$ cat src/rtl/decoder_scan_sequencer_pkg.sv
// Shared constants, state encoding and address-step helpers for the decoder scan sequencer.
package decoder_scan_sequencer_pkg;

  localparam int unsigned ADDR_W = 3;
  localparam int unsigned PASS_W = 3;

  localparam logic [PASS_W-1:0] PASS_LAST = PASS_W'(7);

  localparam logic DIR_UP      = 1'b0;
  localparam logic DIR_DOWN    = 1'b1;
  localparam logic MODE_CONT   = 1'b0;
  localparam logic MODE_SINGLE = 1'b1;

  typedef enum logic {
    ST_IDLE = 1'b0,
    ST_RUN  = 1'b1
  } state_e;

  // Next code in the scan, modulo 8 in either direction.
  function automatic logic [ADDR_W-1:0] next_addr(input logic [ADDR_W-1:0] addr,
                                                  input logic              dir);
    return (dir == DIR_DOWN) ? addr - ADDR_W'(1) : addr + ADDR_W'(1);
  endfunction

  // True when stepping from addr crosses the 7/0 boundary.
  function automatic logic is_wrap(input logic [ADDR_W-1:0] addr, input logic dir);
    return (dir == DIR_DOWN) ? (addr == '0) : (addr == '1);
  endfunction

endpackage

$ cat src/rtl/decoder_scan_sequencer_if.sv
// Control and decoder-drive signals between a scan controller and the sequencer.
interface decoder_scan_sequencer_if;
  import decoder_scan_sequencer_pkg::*;

  logic              start;
  logic              stop;
  logic              dir;
  logic              mode;
  logic [ADDR_W-1:0] load_addr;
  logic              a2;
  logic              a1;
  logic              a0;
  logic              en;
  logic              step;
  logic              wrap;
  logic              done;
  logic              busy;

  modport master (
    output start, stop, dir, mode, load_addr,
    input  a2, a1, a0, en, step, wrap, done, busy
  );

  modport slave (
    input  start, stop, dir, mode, load_addr,
    output a2, a1, a0, en, step, wrap, done, busy
  );

endinterface

$ cat src/rtl/decoder_scan_sequencer_tick_divider.sv
// Tick divider: counts enabled cycles 0..TICK_DIV-1; tick_c_o is combinational at terminal count.
module decoder_scan_sequencer_tick_divider #(
  parameter int unsigned TICK_DIV = 4
) (
  input  logic clk,
  input  logic reset,
  input  logic clear_i,
  input  logic enable_i,
  output logic tick_c_o
);

  localparam int unsigned CNT_W = (TICK_DIV > 1) ? $clog2(TICK_DIV) : 1;
  localparam logic [CNT_W-1:0] CNT_LAST = CNT_W'(TICK_DIV - 1);

  logic [CNT_W-1:0] cnt_q;
  logic [CNT_W-1:0] cnt_d;

  always_comb begin
    cnt_d = cnt_q;
    if (clear_i) begin
      cnt_d = '0;
    end else if (enable_i) begin
      cnt_d = cnt_q + CNT_W'(1);
    end
  end

  always_ff @(posedge clk) begin
    if (reset) begin
      cnt_q <= '0;
    end else begin
      cnt_q <= cnt_d;
    end
  end

  assign tick_c_o = enable_i && (cnt_q == CNT_LAST);

endmodule

$ cat src/rtl/decoder_scan_sequencer.sv
// Steps a 3-bit decoder select through all eight codes, each held TICK_DIV cycles,
// in continuous or single-pass mode, with registered step/wrap/done pulses.
module decoder_scan_sequencer
  import decoder_scan_sequencer_pkg::*;
#(
  parameter int unsigned TICK_DIV = 4
) (
  input logic                     clk,
  input logic                     reset,
  decoder_scan_sequencer_if.slave bus
);

  state_e            state_q, state_d;
  logic [ADDR_W-1:0] addr_q, addr_d;
  logic [PASS_W-1:0] pass_q, pass_d;
  logic              dir_q, dir_d;
  logic              mode_q, mode_d;
  logic              en_q, en_d;
  logic              step_q, step_d;
  logic              wrap_q, wrap_d;
  logic              done_q, done_d;
  logic              busy_q, busy_d;

  logic start_acc_c;
  logic run_c;
  logic tick_c;
  logic clear_c;

  assign run_c       = (state_q == ST_RUN);
  assign start_acc_c = (state_q == ST_IDLE) && bus.start && !bus.stop;
  assign clear_c     = start_acc_c || tick_c;

  decoder_scan_sequencer_tick_divider #(
    .TICK_DIV (TICK_DIV)
  ) u_tick (
    .clk      (clk),
    .reset    (reset),
    .clear_i  (clear_c),
    .enable_i (run_c),
    .tick_c_o (tick_c)
  );

  // Next-state and registered-output decode; stop outranks a same-cycle tick.
  always_comb begin
    state_d = state_q;
    addr_d  = addr_q;
    pass_d  = pass_q;
    dir_d   = dir_q;
    mode_d  = mode_q;
    en_d    = 1'b0;
    busy_d  = 1'b0;
    step_d  = 1'b0;
    wrap_d  = 1'b0;
    done_d  = 1'b0;

    case (state_q)
      ST_IDLE: begin
        if (start_acc_c) begin
          state_d = ST_RUN;
          dir_d   = bus.dir;
          mode_d  = bus.mode;
          addr_d  = bus.load_addr;
          pass_d  = '0;
          en_d    = 1'b1;
          busy_d  = 1'b1;
          step_d  = 1'b1;
        end
      end
      ST_RUN: begin
        en_d   = 1'b1;
        busy_d = 1'b1;
        if (bus.stop) begin
          state_d = ST_IDLE;
          en_d    = 1'b0;
          busy_d  = 1'b0;
        end else if (tick_c) begin
          if ((mode_q == MODE_CONT) || (pass_q != PASS_LAST)) begin
            addr_d = next_addr(addr_q, dir_q);
            step_d = 1'b1;
            wrap_d = is_wrap(addr_q, dir_q);
            pass_d = (pass_q == PASS_LAST) ? pass_q : pass_q + PASS_W'(1);
          end else begin
            state_d = ST_IDLE;
            en_d    = 1'b0;
            busy_d  = 1'b0;
            done_d  = 1'b1;
          end
        end
      end
      default: state_d = ST_IDLE;
    endcase
  end

  always_ff @(posedge clk) begin
    if (reset) begin
      state_q <= ST_IDLE;
      addr_q  <= '0;
      pass_q  <= '0;
      dir_q   <= DIR_UP;
      mode_q  <= MODE_CONT;
      en_q    <= 1'b0;
      busy_q  <= 1'b0;
      step_q  <= 1'b0;
      wrap_q  <= 1'b0;
      done_q  <= 1'b0;
    end else begin
      state_q <= state_d;
      addr_q  <= addr_d;
      pass_q  <= pass_d;
      dir_q   <= dir_d;
      mode_q  <= mode_d;
      en_q    <= en_d;
      busy_q  <= busy_d;
      step_q  <= step_d;
      wrap_q  <= wrap_d;
      done_q  <= done_d;
    end
  end

  assign bus.a2   = addr_q[2];
  assign bus.a1   = addr_q[1];
  assign bus.a0   = addr_q[0];
  assign bus.en   = en_q;
  assign bus.busy = busy_q;
  assign bus.step = step_q;
  assign bus.wrap = wrap_q;
  assign bus.done = done_q;

endmodule

$ cat src/flat_wrapper.sv
// flat-port wrapper written by rule: the top's interface ports become plain ports
module decoder_scan_sequencer_flat import decoder_scan_sequencer_pkg::*;
#(
  parameter int unsigned TICK_DIV = 4
)
  (clk, reset, bus_start, bus_stop, bus_dir, bus_mode, bus_load_addr, bus_a2, bus_a1, bus_a0, bus_en, bus_step, bus_wrap, bus_done, bus_busy);
  decoder_scan_sequencer_if bus_i ();
  input logic clk;
  input logic reset;
  input wire logic [$bits(bus_i.start)-1:0] bus_start;
  input wire logic [$bits(bus_i.stop)-1:0] bus_stop;
  input wire logic [$bits(bus_i.dir)-1:0] bus_dir;
  input wire logic [$bits(bus_i.mode)-1:0] bus_mode;
  input wire logic [$bits(bus_i.load_addr)-1:0] bus_load_addr;
  output wire logic [$bits(bus_i.a2)-1:0] bus_a2;
  output wire logic [$bits(bus_i.a1)-1:0] bus_a1;
  output wire logic [$bits(bus_i.a0)-1:0] bus_a0;
  output wire logic [$bits(bus_i.en)-1:0] bus_en;
  output wire logic [$bits(bus_i.step)-1:0] bus_step;
  output wire logic [$bits(bus_i.wrap)-1:0] bus_wrap;
  output wire logic [$bits(bus_i.done)-1:0] bus_done;
  output wire logic [$bits(bus_i.busy)-1:0] bus_busy;
  assign bus_i.start = bus_start;
  assign bus_i.stop = bus_stop;
  assign bus_i.dir = bus_dir;
  assign bus_i.mode = bus_mode;
  assign bus_i.load_addr = bus_load_addr;
  assign bus_a2 = bus_i.a2;
  assign bus_a1 = bus_i.a1;
  assign bus_a0 = bus_i.a0;
  assign bus_en = bus_i.en;
  assign bus_step = bus_i.step;
  assign bus_wrap = bus_i.wrap;
  assign bus_done = bus_i.done;
  assign bus_busy = bus_i.busy;
  decoder_scan_sequencer #(.TICK_DIV(TICK_DIV)) u_core (.clk(clk), .reset(reset), .bus(bus_i));
endmodule
$ cat config.mk
export PLATFORM = sky130hd
export DESIGN_NAME = decoder_scan_sequencer_flat
export DESIGN_NICKNAME = d
export VERILOG_FILES = /design/src/rtl/decoder_scan_sequencer_pkg.sv /design/src/rtl/decoder_scan_sequencer_if.sv /design/src/rtl/decoder_scan_sequencer_tick_divider.sv /design/src/rtl/decoder_scan_sequencer.sv /design/src/flat_wrapper.sv
export SDC_FILE = /design/constraint.sdc
export NUM_CORES = 1
export LEC_CHECK = 0
export CORE_MARGIN = 3
export CORE_UTILIZATION = 32
export DETAILED_ROUTE_END_ITERATION = 8
export PLACE_DENSITY = 0.56
export SYNTH_ARGS = -nofsm -noshare
export SYNTH_HDL_FRONTEND = slang
export SYNTH_SLANG_ARGS = --single-unit
$ cat constraint.sdc
create_clock -name clk -period 3.7 [get_ports clk]
set_input_delay 0.74 -clock clk [delete_from_list [all_inputs] [get_ports clk]]
set_output_delay 0.74 -clock clk [all_outputs]
set_load 0.01 [all_outputs]
==> flow_summary.yaml, run 1 <==
logic_synthesis:
  ys_ff_latch: 14
  ys_types: 30
  synthMuxAreaShare: 0.0297
  ys_seq_area_frac: 0.416
  synth_simple_gate_area_frac: 0.225
  synthXorXnorAreaFrac: 0.0260
  avgSynthCellArea_um2: 8.86
  synth-adder-area-share: 0.0855
  syn_inst: 76
  yosys_warnings: 0
  synth_compound_area_frac: 0.165
  syn_area_um2: 673
  synth_nets: 89
  synth_top_family_by_area: "simple AND/OR/NAND/NOR gates"
detailed_routing:
  avgViaCountPerCell: 5.03
  drt.antenna.violating_nets: 0
  drc: 0
  routed_wl_um: 1380
  dr.pass1.iters: 4
  routedWlPerCell_um: 11.8
  drtIter0Drc: 6
  via_count: 588
clock_network:
  clk_pin_slew_ns: 0.09
  cts_tree: "yes"
  cts_resized: 0
  htreeDepth: 1
  worstSkewPairLatency_ns: 0.28
  cts.sinks: 14
  clock_path_buffers: 2
  cts-root-buf: "clkbuf_4"
  post_cts_buffers: 0
  cts_buffers: 3
  hold_buffers: 0
cells_and_area:
  synthToLayoutAreaGrowth_pct: 30.9
  postLayoutCoreUtil: 0.474
  drive_above_1_share: 0.109
  final_area_um2: 881
  nNetsFinal: 106
  fin_cells: 117
  diodes: 0
sta:
  fin_ws_ns: 1.33
  clock_skew_ns: 0.00276
  fmax_ghz: 0.422
  slew_headroom: 0.613
  holdWs_ns: 0.510
  final_max_slew_viol_count: 0
  setup_tns_ns: 0
  grt_setup_unrepaired: "false"
  setup_viol: 0
  period_needed_ns: 2.37
  post-route-period-util: 0.641
  tightest_slew_ns: 0.580
  hold_viol_final: 0
placement:
  place_area_um2: 845
  dp.cells: 113
  gp_routability_congestion: 0.764
  io_buffer_count: 16
  place_hpwl_um: 1020
  dp_slack_ns: 1.41
critical_path:
  cp.required_ns: 2.96
  critPathSlowestCell: "dfxtp_1"
  crit_type: "reg -> out"
  path_cells: "clkdlybuf4s50_1"
  path_buf_inv: 1
  slowest_delay_ns: 0.70
  critPathLaunchType: "flip-flop"
  critPathArrivalTime_ns: 1.63
  cp_top_family: "flip-flops"
  crit_path_end_kind: "output port"
  critPathMaxFanout: 15
die:
  placement_rows: 15
  die_area_mm2: 0.00269
  die_h_um: 51.9
  start_util: 0.362
  ioPinCount: 17
  die_w_um: 51.9
  core_mm2: 0.00186
power:
  power_density_mw_per_mm2: 353
  power_leakage_nw: 0.311
  power.total_mw: 0.311
  irDropWorstVdd_mv: 0.181
job:
  drv_cap: 0
outcome:
  outcome: "finished clean"
global_route:
  grt_overflow_total: 0
  grt_start_max_net_pins: 16
  grt_pass1_vias: 523
  antenna_found_initial: 0
  grt_pass1_wl_um: 2280
  globalRouteTotalUtil: 0.113
worst_hold_path:
  hp-class: "reg -> reg"
-- cell usage after synthesis, drive strengths merged --
cell / instances / area share
xor2: 1 / 0.013
nor2b: 1 / 0.0093
a21o: 1 / 0.011
nand2: 5 / 0.028
mux2i: 2 / 0.030
or4: 2 / 0.022
o21ai: 4 / 0.030
nor2: 10 / 0.056
ha: 3 / 0.056
or3: 1 / 0.0093
nor3: 6 / 0.045
buf: 2 / 0.019
clkbuf: 2 / 0.011
a22oi: 2 / 0.022
a31oi: 1 / 0.019
xnor2: 1 / 0.013
nand4: 1 / 0.0093
a21oi: 7 / 0.058
o22ai: 1 / 0.0093
dfxtp: 14 / 0.42
nor3b: 1 / 0.019
nor4: 1 / 0.0093
and4bb: 1 / 0.019
inv: 4 / 0.022
a2111o: 1 / 0.017
fa: 1 / 0.030
-- placed cells by master (no fill, tap or decap), types with 3 or more instances in the layout --
| cell | synthesis | routed |
|---|---|---|
| clkdlybuf4s50_1 | 0 | 16 |
| dfxtp_1 | 14 | 14 |
| nor2_1 | 10 | 10 |
| a21oi_1 | 6 | 6 |
| nor3_1 | 6 | 6 |
| nand2_1 | 5 | 5 |
| ha_1 | 3 | 3 |
| clkbuf_4 | 0 | 3 |
-- logic make-up (layout without fill, tap and decap cells) --
family / Yosys count / in the layout
compound gates: 17 / 17
mux: 2 / 2
xor+xnor: 2 / 2
fa+ha+maj: 4 / 4
flops: 14 / 14
simple gates: 29 / 29
buf+inv: 8 / 24
-- routing by layer --
metal | track usage | vias up | part of all wire
met5 | 0 | - | 0
met3 | 0.0287 | 4 | 0.048
met2 | 0.169 | 19 | 0.45
met4 | 0.0655 | 0 | 0.018
met1 | 0.146 | 262 | 0.48
li1 | - | 303 | -
-- where the power goes --
group / internal [mW] / switching, mW
Combinational: 0.0219 / 0.0182
Sequential: 0.155 / 0.00581
Clock: 0.0598 / 0.0504
-- path summary, 6_finish.rpt --
path                                          to             start  slack [ns]  cells past startpoint
worst max-delay path                    bus_busy   u_core.bus.busy        1.33                      1
worst min-delay path               u_core.mode_q     u_core.mode_q        0.51                      2
worst max register to register  u_core.addr_q[2]  u_core.addr_q[0]        1.88                      6
worst min register to register     u_core.mode_q     u_core.mode_q        0.51                      2
-- sequential cells by signal, indices dropped and copies added (netlist names) --
signal / count
u_core.pass_q: 3
u_core.bus.done: 1
u_core.bus.step: 1
u_core.mode_q: 1
u_core.dir_q: 1
u_core.bus.wrap: 1
u_core.addr_q: 3
u_core.u_tick.cnt_q: 2
u_core.bus.busy: 1
-- area by class of cell --
type | instances | area [um2]
clock buffer | 4 | 36.3
fill | 187 | 977
inverter | 4 | 15.0
multi-input combinational | 54 | 358
sequential | 14 | 280
tap | 25 | 31.3
timing repair buffer | 16 | 160
No activity file was read; power rests on OpenSTA's default activity.
==> run 2, diff against run 1 <==
==> constraint.sdc (replaced) <==
create_clock -name clk -period 2.2 [get_ports clk]
set_input_delay 0.44 -clock clk [delete_from_list [all_inputs] [get_ports clk]]
set_output_delay 0.44 -clock clk [all_outputs]
set_load 0.01 [all_outputs]
==> flow_summary.yaml, run 2 (synthesis gave the netlist of run 1 again) <==
global_route:
  antenna_found_initial: 0
  globalRouteTotalUtil: 0.115
  grt_pass1_vias: 516
  grt_pass1_wl_um: 2260
  grt_overflow_total: 0
  grt_start_max_net_pins: 15
clock_network:
  cts_resized: 0
  cts-root-buf: "clkbuf_4"
  worstSkewPairLatency_ns: 0.28
  htreeDepth: 1
  clk_pin_slew_ns: 0.09
  post_cts_buffers: 0
  cts.sinks: 14
  clock_path_buffers: 2
  cts_buffers: 3
  hold_buffers: 0
  cts_tree: "yes"
detailed_routing:
  via_count: 608
  wl_met1_um: 668
  highest_layer: "met4"
  avgViaCountPerCell: 5.11
  drc: 0
  drt.antenna.violating_nets: 0
  routed_wl_um: 1400
  wl_met3_um: 53
  dr_wl_met2_um: 662
  routedWlPerCell_um: 11.8
  drtIter0Drc: 12
  dr.pass1.iters: 4
die:
  start_util: 0.362
  ioPinCount: 17
  die_area_mm2: 0.00269
  die_h_um: 51.9
  core_mm2: 0.00186
  die_w_um: 51.9
  placement_rows: 15
sta:
  grt_setup_unrepaired: "false"
  post-route-period-util: 0.882
  final_max_slew_viol_count: 0
  tightest_slew_ns: 0.513
  fmax_ghz: 0.515
  clock_skew_ns: 0.00399
  period_needed_ns: 1.94
  hold_viol_final: 0
  fin_ws_ns: 0.259
  setup_viol: 0
  slew_headroom: 0.657
  setup_tns_ns: 0
cells_and_area:
  reg_top3: "u_core.addr_q: 3 flops, u_core.pass_q: 3 flops, u_core.u_tick.cnt_q: 2 flops"
  final_cell_mix: "clkdlybuf4s50_1, dfxtp_1, nor2_1, a21oi_1, nor3_1"
  diodes: 0
  synthToLayoutAreaGrowth_pct: 33.1
  drive_above_1_share: 0.128
  layout_commonest_cell: "clkdlybuf4s50_1"
  n_fill_cell: 178
  nNetsFinal: 108
placement:
  gp_routability_congestion: 0.795
  dp_slack_ns: 0.290
  io_buffer_count: 16
  place_hpwl_um: 1080
critical_path:
  critPathMaxFanout: 11
  path_buf_inv: 1
  crit_type: "reg -> out"
  critPathArrivalTime_ns: 1.50
  path_cells: "clkdlybuf4s50_1"
  critPathSlowestCell: "clkdlybuf4s50_1"
  slowest_delay_ns: 0.63
  critPathLaunchType: "flip-flop"
  crit_path_end_kind: "output port"
  cp.required_ns: 1.76
  cp_top_family: "buffers and inverters"
job:
  drv_cap: 0
power:
  power_leakage_nw: 0.321
  irDropWorstVdd_mv: 0.364
  power_density_mw_per_mm2: 585
worst_hold_path:
  hp-class: "reg -> reg"
outcome:
  outcome: "finished clean"
## run 2: metal layers
metal	vias up	GRT usage
met2	13	0.186
li1	306	-
met4	0	0.0786
met5	-	0
met1	287	0.132
met3	2	0.0287
## run 2: worst paths after layout
kind / start / end / slack [ns] / depth (start not counted)
max: u_core.bus.busy / bus_busy / 0.26 / 1
min: u_core.mode_q / u_core.mode_q / 0.51 / 2
max reg2reg: u_core.addr_q[0] / u_core.addr_q[2] / 0.37 / 6
min reg2reg: u_core.mode_q / u_core.mode_q / 0.51 / 2
## run 2: cell type report
| class | count | area, um2 | area share |
|---|---|---|---|
| timing repair buffer | 18 | 175 | 0.196 |
| sequential | 14 | 280 | 0.313 |
| clock buffer | 4 | 36.3 | 0.0405 |
| multi-input combinational | 54 | 358 | 0.399 |
| inverter | 4 | 15.0 | 0.0168 |
| tap | 25 | 31.3 | 0.0349 |
## run 2: stage by stage
step	hold slack [ns]	util	area (um2)	total power, mW	cells
3_5_place_dp	0.495	0.463	860	0.347	115
4_1_cts	0.519	0.482	896	0.531	119
2_1_floorplan	0.460	-	673	0.312	76
6_report	0.507	0.482	896	0.525	119
5_1_grt	0.557	0.482	896	0.550	119
3_3_place_gp	0.484	0.463	860	0.346	115
## run 2: worst register-to-register path, cell delays in order, from the launching register on
cell and delay (ns):
dfxtp_1 0.42, inv_1 0.09, fa_1 0.43, xor2_1 0.16
xnor2_1 0.13, a2111o_1 0.41, a21oi_2 0.11
## run 2: where the power goes
group | switching, mW | total, mW | internal, mW
logic | 0.0324 | 0.0714 | 0.0390
clock network | 0.0834 | 0.184 | 0.101
registers | 0.00855 | 0.269 | 0.261
==> run 3, diff against run 2 <==
--- a/config.mk
+++ b/config.mk
@@ -7,6 +7,7 @@
 export LEC_CHECK = 0
 export CORE_MARGIN = 3
 export CORE_UTILIZATION = 32
+export CTS_BUF_LIST = sky130_fd_sc_hd__clkbuf_4 sky130_fd_sc_hd__clkbuf_8 sky130_fd_sc_hd__clkbuf_16
 export DETAILED_ROUTE_END_ITERATION = 8
 export PLACE_DENSITY = 0.56
 export SYNTH_ARGS = -nofsm -noshare
==> results of run 3 <==
No change in the layout: final DEF, timing and power equal those of run 2.
